## config.mk

```make
export PLATFORM = sky130hd
export DESIGN_NAME = reg_rr_arbiter
export DESIGN_NICKNAME = d
export VERILOG_FILES = /design/src/rtl/reg_arb_pkg.sv /design/src/rtl/reg_arb_rr_sel.sv /design/src/rtl/reg_rr_arbiter.sv
export SDC_FILE = /design/constraint.sdc
export NUM_CORES = 1
export LEC_CHECK = 0
export ABC_AREA = 1
export CAP_MARGIN = 15
export CORE_AREA = 2 2 122 124
export DETAILED_ROUTE_END_ITERATION = 10
export DIE_AREA = 0 0 124 126
export PLACE_DENSITY = 0.55
export SLEW_MARGIN = 20
export SYNTH_ARGS = -nofsm -noshare
export SYNTH_HDL_FRONTEND = slang
export SYNTH_SLANG_ARGS = --single-unit
```

## constraint.sdc

```tcl
create_clock -name clk_i -period 1.45 [get_ports clk_i]
set_clock_uncertainty 0.05 [all_clocks]
set_input_delay 0.435 -clock clk_i [delete_from_list [all_inputs] [get_ports clk_i]]
set_output_delay 0.435 -clock clk_i [all_outputs]
set_load 0.005 [all_outputs]
```

## src/rtl/reg_arb_pkg.sv

```systemverilog
// reg_arb_pkg
// Shared definitions for the register-interface round-robin arbiter:
//   - arb_state_e   : controller states (IDLE / BUSY / ERR)
//   - reg_arb_req_t : register request  (valid, addr, write, wdata, wstrb)
//   - reg_arb_rsp_t : register response (ready, rdata, error)
//   - idx_width()   : index width for N requesters, never below 1 bit
package reg_arb_pkg;

  typedef enum logic [1:0] {
    IDLE = 2'd0,
    BUSY = 2'd1,
    ERR  = 2'd2
  } arb_state_e;

  typedef struct packed {
    logic        valid;
    logic [31:0] addr;
    logic        write;
    logic [31:0] wdata;
    logic [3:0]  wstrb;
  } reg_arb_req_t;

  typedef struct packed {
    logic        ready;
    logic [31:0] rdata;
    logic        error;
  } reg_arb_rsp_t;

  // A single requester still needs a 1-bit index so that ports keep a legal width.
  function automatic int unsigned idx_width(input int unsigned n);
    return (n > 1) ? $clog2(n) : 1;
  endfunction

endpackage

```

## src/rtl/reg_arb_rr_sel.sv

```systemverilog
// reg_arb_rr_sel
// Combinational round-robin picker. Scans valid[rr_ptr], valid[rr_ptr+1], ...
// (modulo NumReq) and reports the first set position.
// Ports:
//   valid  : one request-valid bit per requester
//   rr_ptr : index where the scan starts (highest priority this round)
//   found  : at least one valid bit is set
//   index  : winning requester index (0 when nothing is found)
module reg_arb_rr_sel
  import reg_arb_pkg::*;
#(
  parameter int unsigned NumReq = 2,
  localparam int unsigned IdxW  = idx_width(NumReq)
) (
  input  logic [NumReq-1:0] valid,
  input  logic [IdxW-1:0]   rr_ptr,
  output logic              found,
  output logic [IdxW-1:0]   index
);

  // Walk the requesters starting at rr_ptr; the first hit wins and later
  // candidates are ignored through the found flag.
  always_comb begin
    logic [IdxW-1:0] cand;
    found = 1'b0;
    index = '0;
    cand  = '0;
    for (int unsigned off = 0; off < NumReq; off++) begin
      cand = IdxW'((32'(rr_ptr) + off) % NumReq);
      if (!found && valid[cand]) begin
        found = 1'b1;
        index = cand;
      end
    end
  end

endmodule

```

## src/rtl/reg_rr_arbiter.sv

```systemverilog
// reg_rr_arbiter
// Round-robin arbiter sharing one register-interface target among NumReq
// requesters, with an optional watchdog that aborts a hung transfer.
// Ports:
//   clk_i     : clock, all state on the rising edge
//   rst_i     : asynchronous active-high reset
//   req_i     : per-requester register requests
//   rsp_o     : per-requester register responses
//   req_o     : request forwarded to the shared target
//   rsp_i     : response from the shared target
//   gnt_o     : index of the latched grant
//   busy_o    : high while a transfer is in flight (BUSY or ERR)
//   timeout_o : one-cycle pulse when the watchdog aborts a transfer
// The request/response type parameters default to the package structs; a bare
// logic default could not carry the valid/ready/... fields the arbiter reads.
module reg_rr_arbiter
  import reg_arb_pkg::*;
#(
  parameter int unsigned NumReq        = 2,
  parameter int unsigned TimeoutCycles = 0,
  parameter type         reg_req_t     = reg_arb_req_t,
  parameter type         reg_rsp_t     = reg_arb_rsp_t,
  localparam int unsigned GntW         = idx_width(NumReq)
) (
  input  logic                  clk_i,
  input  logic                  rst_i,
  input  reg_req_t [NumReq-1:0] req_i,
  output reg_rsp_t [NumReq-1:0] rsp_o,
  output reg_req_t              req_o,
  input  reg_rsp_t              rsp_i,
  output logic [GntW-1:0]       gnt_o,
  output logic                  busy_o,
  output logic                  timeout_o
);

  // Counter is sized to hold TimeoutCycles and is kept at least 1 bit wide
  // so the disabled configuration still elaborates.
  localparam int unsigned CntW = (TimeoutCycles > 0) ? $clog2(TimeoutCycles + 1) : 1;
  localparam logic [CntW-1:0] CntLast = (TimeoutCycles > 0) ? CntW'(TimeoutCycles - 1) : '0;
  localparam logic [GntW-1:0] LastIdx = GntW'(NumReq - 1);

  arb_state_e      state_q, state_d;
  logic [GntW-1:0] gnt_q, gnt_d;
  logic [GntW-1:0] rr_ptr_q, rr_ptr_d;
  logic [CntW-1:0] cnt_q, cnt_d;

  logic [NumReq-1:0] valid_vec;
  logic              sel_found;
  logic [GntW-1:0]   sel_index;

  function automatic logic [GntW-1:0] advance(input logic [GntW-1:0] g);
    return (g == LastIdx) ? '0 : g + GntW'(1);
  endfunction

  // Gather the valid bits so the picker stays independent of the struct type.
  always_comb begin
    valid_vec = '0;
    for (int unsigned k = 0; k < NumReq; k++) begin
      valid_vec[k] = req_i[k].valid;
    end
  end

  reg_arb_rr_sel #(
    .NumReq (NumReq)
  ) u_rr_sel (
    .valid  (valid_vec),
    .rr_ptr (rr_ptr_q),
    .found  (sel_found),
    .index  (sel_index)
  );

  // State register: reset aborts any transfer without a response.
  always_ff @(posedge clk_i or posedge rst_i) begin
    if (rst_i) begin
      state_q  <= IDLE;
      gnt_q    <= '0;
      rr_ptr_q <= '0;
      cnt_q    <= '0;
    end else begin
      state_q  <= state_d;
      gnt_q    <= gnt_d;
      rr_ptr_q <= rr_ptr_d;
      cnt_q    <= cnt_d;
    end
  end

  // Next-state and output logic. A requester dropping valid mid-transfer
  // takes priority over everything, then target ready, then the watchdog,
  // so a ready arriving on the last allowed cycle still completes normally.
  always_comb begin
    state_d   = state_q;
    gnt_d     = gnt_q;
    rr_ptr_d  = rr_ptr_q;
    cnt_d     = cnt_q;
    req_o     = '0;
    rsp_o     = '0;
    timeout_o = 1'b0;

    unique case (state_q)
      IDLE: begin
        if (sel_found) begin
          gnt_d   = sel_index;
          cnt_d   = '0;
          state_d = BUSY;
        end
      end

      BUSY: begin
        req_o        = req_i[gnt_q];
        rsp_o[gnt_q] = rsp_i;
        if (!req_i[gnt_q].valid) begin
          state_d = IDLE;
        end else if (rsp_i.ready) begin
          rr_ptr_d = advance(gnt_q);
          state_d  = IDLE;
        end else if (TimeoutCycles > 0) begin
          if (cnt_q == CntLast) begin
            state_d = ERR;
          end else begin
            cnt_d = cnt_q + CntW'(1);
          end
        end
      end

      ERR: begin
        rsp_o[gnt_q].ready = 1'b1;
        rsp_o[gnt_q].error = 1'b1;
        timeout_o          = 1'b1;
        rr_ptr_d           = advance(gnt_q);
        state_d            = IDLE;
      end

      default: begin
        state_d = IDLE;
      end
    endcase
  end

  assign gnt_o  = gnt_q;
  assign busy_o = (state_q != IDLE);

endmodule

```

==> results.md <==
- A synthesized cell averages 4.58 sq um.
- The arrival time reported for the critical path endpoint is 1460 ps.
- The number of hold violations in the final report is 0.
- The path type of the worst setup path is flop to primary output.
- The cell total after placement is 854.
- The maximum number of pins on one net before global-route repair is 29.
- Synthesis inferred 3 register bits.
- The final period utilization is 1.34.
- The routed wire length per instance is 16.0 um.
- Setup slack on the critical path of the routed design comes to -490 ps.
- The number of antenna violations at the first check in global routing was 0.
- The worst setup path is captured at a primary output.
- 0 antenna diodes ended up in the layout.
- The root buffer cell chosen for the clock tree is sky130_fd_sc_hd__clkbuf_16.
- The placeable core region is 14300 sq um.
- At the worst endpoint, the required time is 970 ps.
- The longest clock path from root to sink contains 2 buffers.
- Setup repair after global routing could not meet its margin everywhere.
- The final-report max-slew violation count is 0.
- After the last flow step, the layout net total stands at 914.
- Counting cells, the worst reg-to-reg path comes to 10.
- The finished cells cover 6770 sq um.
- In this run the horizontal extent of the chip is 124 um.
- The count of synthesis-stage warnings from yosys is 0.
- The number of iterations in the first detailed-routing pass is 4.
- For this run, the total global-route usage over all layers was measured as 0.162.
- The detailed placer's ending HPWL is 9220 um.
- The min-delay analysis places its worst path in the category input pin to asynchronous set/reset pin.
- The via count of the first global-routing pass is 3938.
- After the first detailed-routing iteration, the DRC count stood at 63.
- The area added between synthesis and finish is 307%.
- The clock buffer count from CTS is 3.
- The final reports fail on setup timing.
- The number of cells produced by synthesis is 363.
- The residual antenna-violating net count after detailed routing is 0.
- The y dimension of the die is 126 um.
- The run finished, with violations left.
- The initial utilization of the core area, before any placement, comes to 0.116.
- The count of cells in the finished layout, fillers not included, comes to 921.
- 317 I/O pins were placed.
- Along the worst path, the maximum fanout reaches 8.
- The number of max-cap violations is 0.
- Synthesis produced a netlist with a net count of 539.
- Timing would allow up to 515 MHz.
- The first global-routing pass estimated 19700 um of wire.
- The cell area after placement is 5070 sq um.
- After layout, the minimum clock period comes to 1940 ps.
- IR analysis of the VDD net gives a maximum drop of 0.616 mV.
- The clock sink count is 3.
- The routability-driven placement congestion ratio is 0.866.
- The number of hold buffers added after CTS was 0.
- The clock tree from TritonCTS is yes.
- In this run the power density over the cells is 1570 nW/um^2.
- The portion of the post-synthesis area used by sequential elements is 0.0451.
- In the routed layout, each cell is associated on average with a via count of 4.24.
- After synthesis, the netlist uses 17 different library cells.
- The source of the worst register-to-register timing path is gnt_o.
- The number of levels in the clock H-tree is 1.
- Clock-pin slew was measured on the worst setup and hold paths at 30 ps.
- The number of buffer cells added on primary ports is 315.
- The clock latency reported for the late side of the worst-skew pair is 220 ps.
- The startpoint type of the worst setup path is a flop.
- The wire length after detailed routing is 14800 um.
- The final count of negative-setup-slack endpoints is 141.
- The analysis attributes to cell leakage a power of 3.19 nW.
- The die covers 15600 sq um.
- The number of rows created at floorplan is 44.
- The total standard cell area after synthesis is 1660 sq um.
- The endpoint identified for the worst register-to-register timing path is rr_ptr_q.
- The internal reg-to-reg setup slack is 0 ps.
- Summed over all layers, the global routing overflow is 0.
- The vias after detailed routing is 3901.
- After detailed routing, the number of remaining DRC violations is 0.
- The share of layout cells above drive strength 1 is 0.598.
==> layout by cell type, fill, tap and decap left out <==
master,n
sky130_fd_sc_hd__nand3_2,1
sky130_fd_sc_hd__inv_8,1
sky130_fd_sc_hd__nand4_1,1
sky130_fd_sc_hd__conb_1,1
sky130_fd_sc_hd__nor2_4,44
sky130_fd_sc_hd__a21oi_4,2
sky130_fd_sc_hd__nand2_4,53
sky130_fd_sc_hd__o21ai_0,3
sky130_fd_sc_hd__a21oi_1,6
sky130_fd_sc_hd__dfrtp_2,2
sky130_fd_sc_hd__inv_1,32
sky130_fd_sc_hd__nand2_1,71
sky130_fd_sc_hd__inv_16,1
sky130_fd_sc_hd__dlygate4sd2_1,2
sky130_fd_sc_hd__nor2_1,5
sky130_fd_sc_hd__inv_2,4
sky130_fd_sc_hd__buf_8,11
sky130_fd_sc_hd__nand2_2,22
sky130_fd_sc_hd__clkbuf_16,6
sky130_fd_sc_hd__nand2_8,5
sky130_fd_sc_hd__buf_2,125
sky130_fd_sc_hd__clkbuf_1,1
sky130_fd_sc_hd__dfrtp_1,1
sky130_fd_sc_hd__clkdlybuf4s50_1,173
sky130_fd_sc_hd__buf_16,9
sky130_fd_sc_hd__a21oi_2,62
sky130_fd_sc_hd__nor2_2,19
sky130_fd_sc_hd__buf_4,15
sky130_fd_sc_hd__buf_6,36
sky130_fd_sc_hd__buf_12,23
==> Yosys cell counts <==
library cell | n | area share
sky130_fd_sc_hd__a21oi_1 | 69 | 0.21
sky130_fd_sc_hd__a21oi_2 | 1 | 0.0053
sky130_fd_sc_hd__buf_2 | 16 | 0.048
sky130_fd_sc_hd__buf_4 | 2 | 0.0090
sky130_fd_sc_hd__buf_6 | 12 | 0.081
sky130_fd_sc_hd__conb_1 | 1 | 0.0023
sky130_fd_sc_hd__dfrtp_1 | 3 | 0.045
sky130_fd_sc_hd__inv_1 | 36 | 0.081
sky130_fd_sc_hd__inv_4 | 1 | 0.0038
sky130_fd_sc_hd__inv_6 | 1 | 0.0053
sky130_fd_sc_hd__nand2_1 | 145 | 0.33
sky130_fd_sc_hd__nand2_2 | 2 | 0.0075
sky130_fd_sc_hd__nand2_4 | 1 | 0.0068
sky130_fd_sc_hd__nand3_1 | 1 | 0.0030
sky130_fd_sc_hd__nand4_1 | 1 | 0.0038
sky130_fd_sc_hd__nor2_1 | 68 | 0.15
sky130_fd_sc_hd__o21ai_0 | 3 | 0.0090
==> registers in the layout (all words and copies together) (netlist names) <==
register,cells
gnt_o,1
rr_ptr_q,1
state_q,1
==> final cells by class <==
class | instances | area [sq um]
timing repair buffer | 397 | 3840
fill | 1366 | 7540
sequential | 3 | 77.6
multi-input combinational | 295 | 2370
clock buffer | 4 | 78.8
tap | 184 | 230
inverter | 38 | 166
==> what timing repair did <==
action,CTS,global route
gates cloned,17,3
endpoints found under the hold margin,0,0
gates resized for setup,778,197
buffers inserted,42,11
endpoints found under the setup margin,140,142
pin swaps,39,56
==> worst max-delay path by stage <==
| stage | from | end |
|---|---|---|
| global placement | req_i[139] | req_o[69] |
| CTS | gnt_o | req_o[33] |
| detailed placement | req_i[139] | req_o[69] |
| global route | gnt_o | req_o[8] |
| finish | gnt_o | req_o[62] |
| floorplan | gnt_o | rsp_o[10] |
==> worst max-delay path: stages, from the launching register on <==
cell and delay [ps]:
sky130_fd_sc_hd__dfrtp_2 420, sky130_fd_sc_hd__buf_12 150, sky130_fd_sc_hd__inv_16 70, sky130_fd_sc_hd__buf_8 120, sky130_fd_sc_hd__buf_12 150, sky130_fd_sc_hd__nand2_2 60
sky130_fd_sc_hd__a21oi_2 120, sky130_fd_sc_hd__buf_2 120
==> routing by layer <==
layer,up-vias,track usage,routed length (um)
li1,1858,-,-
met1,1792,0.166,5120
met4,0,0.0549,425
met3,37,0.0317,1160
met5,-,0,0
met2,214,0.317,8060
==> power breakdown <==
part / switching (W) / total, W / internal, W / leakage [nW]
Sequential: 0.0000512 / 0.000180 / 0.000128 / 0.0342
Combinational: 0.00474 / 0.0100 / 0.00527 / 3.11
Clock: 0.0000743 / 0.000437 / 0.000363 / 0.0382
==> per-stage QoR <==
stage | hold WS, ps | util | setup slack, ps | power [W] | setup TNS [ps]
6_report | 351 | 0.473 | -490 | 0.0106 | -56430
5_1_grt | 373 | 0.473 | -555 | 0.0113 | -63330
4_1_cts | 363 | 0.424 | -511 | 0.00940 | -59490
3_5_place_dp | 427 | 0.354 | -830 | 0.00613 | -87280
3_3_place_gp | 413 | 0.354 | -841 | 0.00612 | -86320
2_1_floorplan | 139 | - | 24.8 | 0.00262 | 0
==> cells by family after synthesis <==
kind of cell | after synthesis | synth area share
simple gates | 218 | 0.502
buf+inv | 68 | 0.229
flops | 3 | 0.0451
other cells | 1 | 0.00226
compound gates | 73 | 0.222
Power figures use the tool's default switching activity.
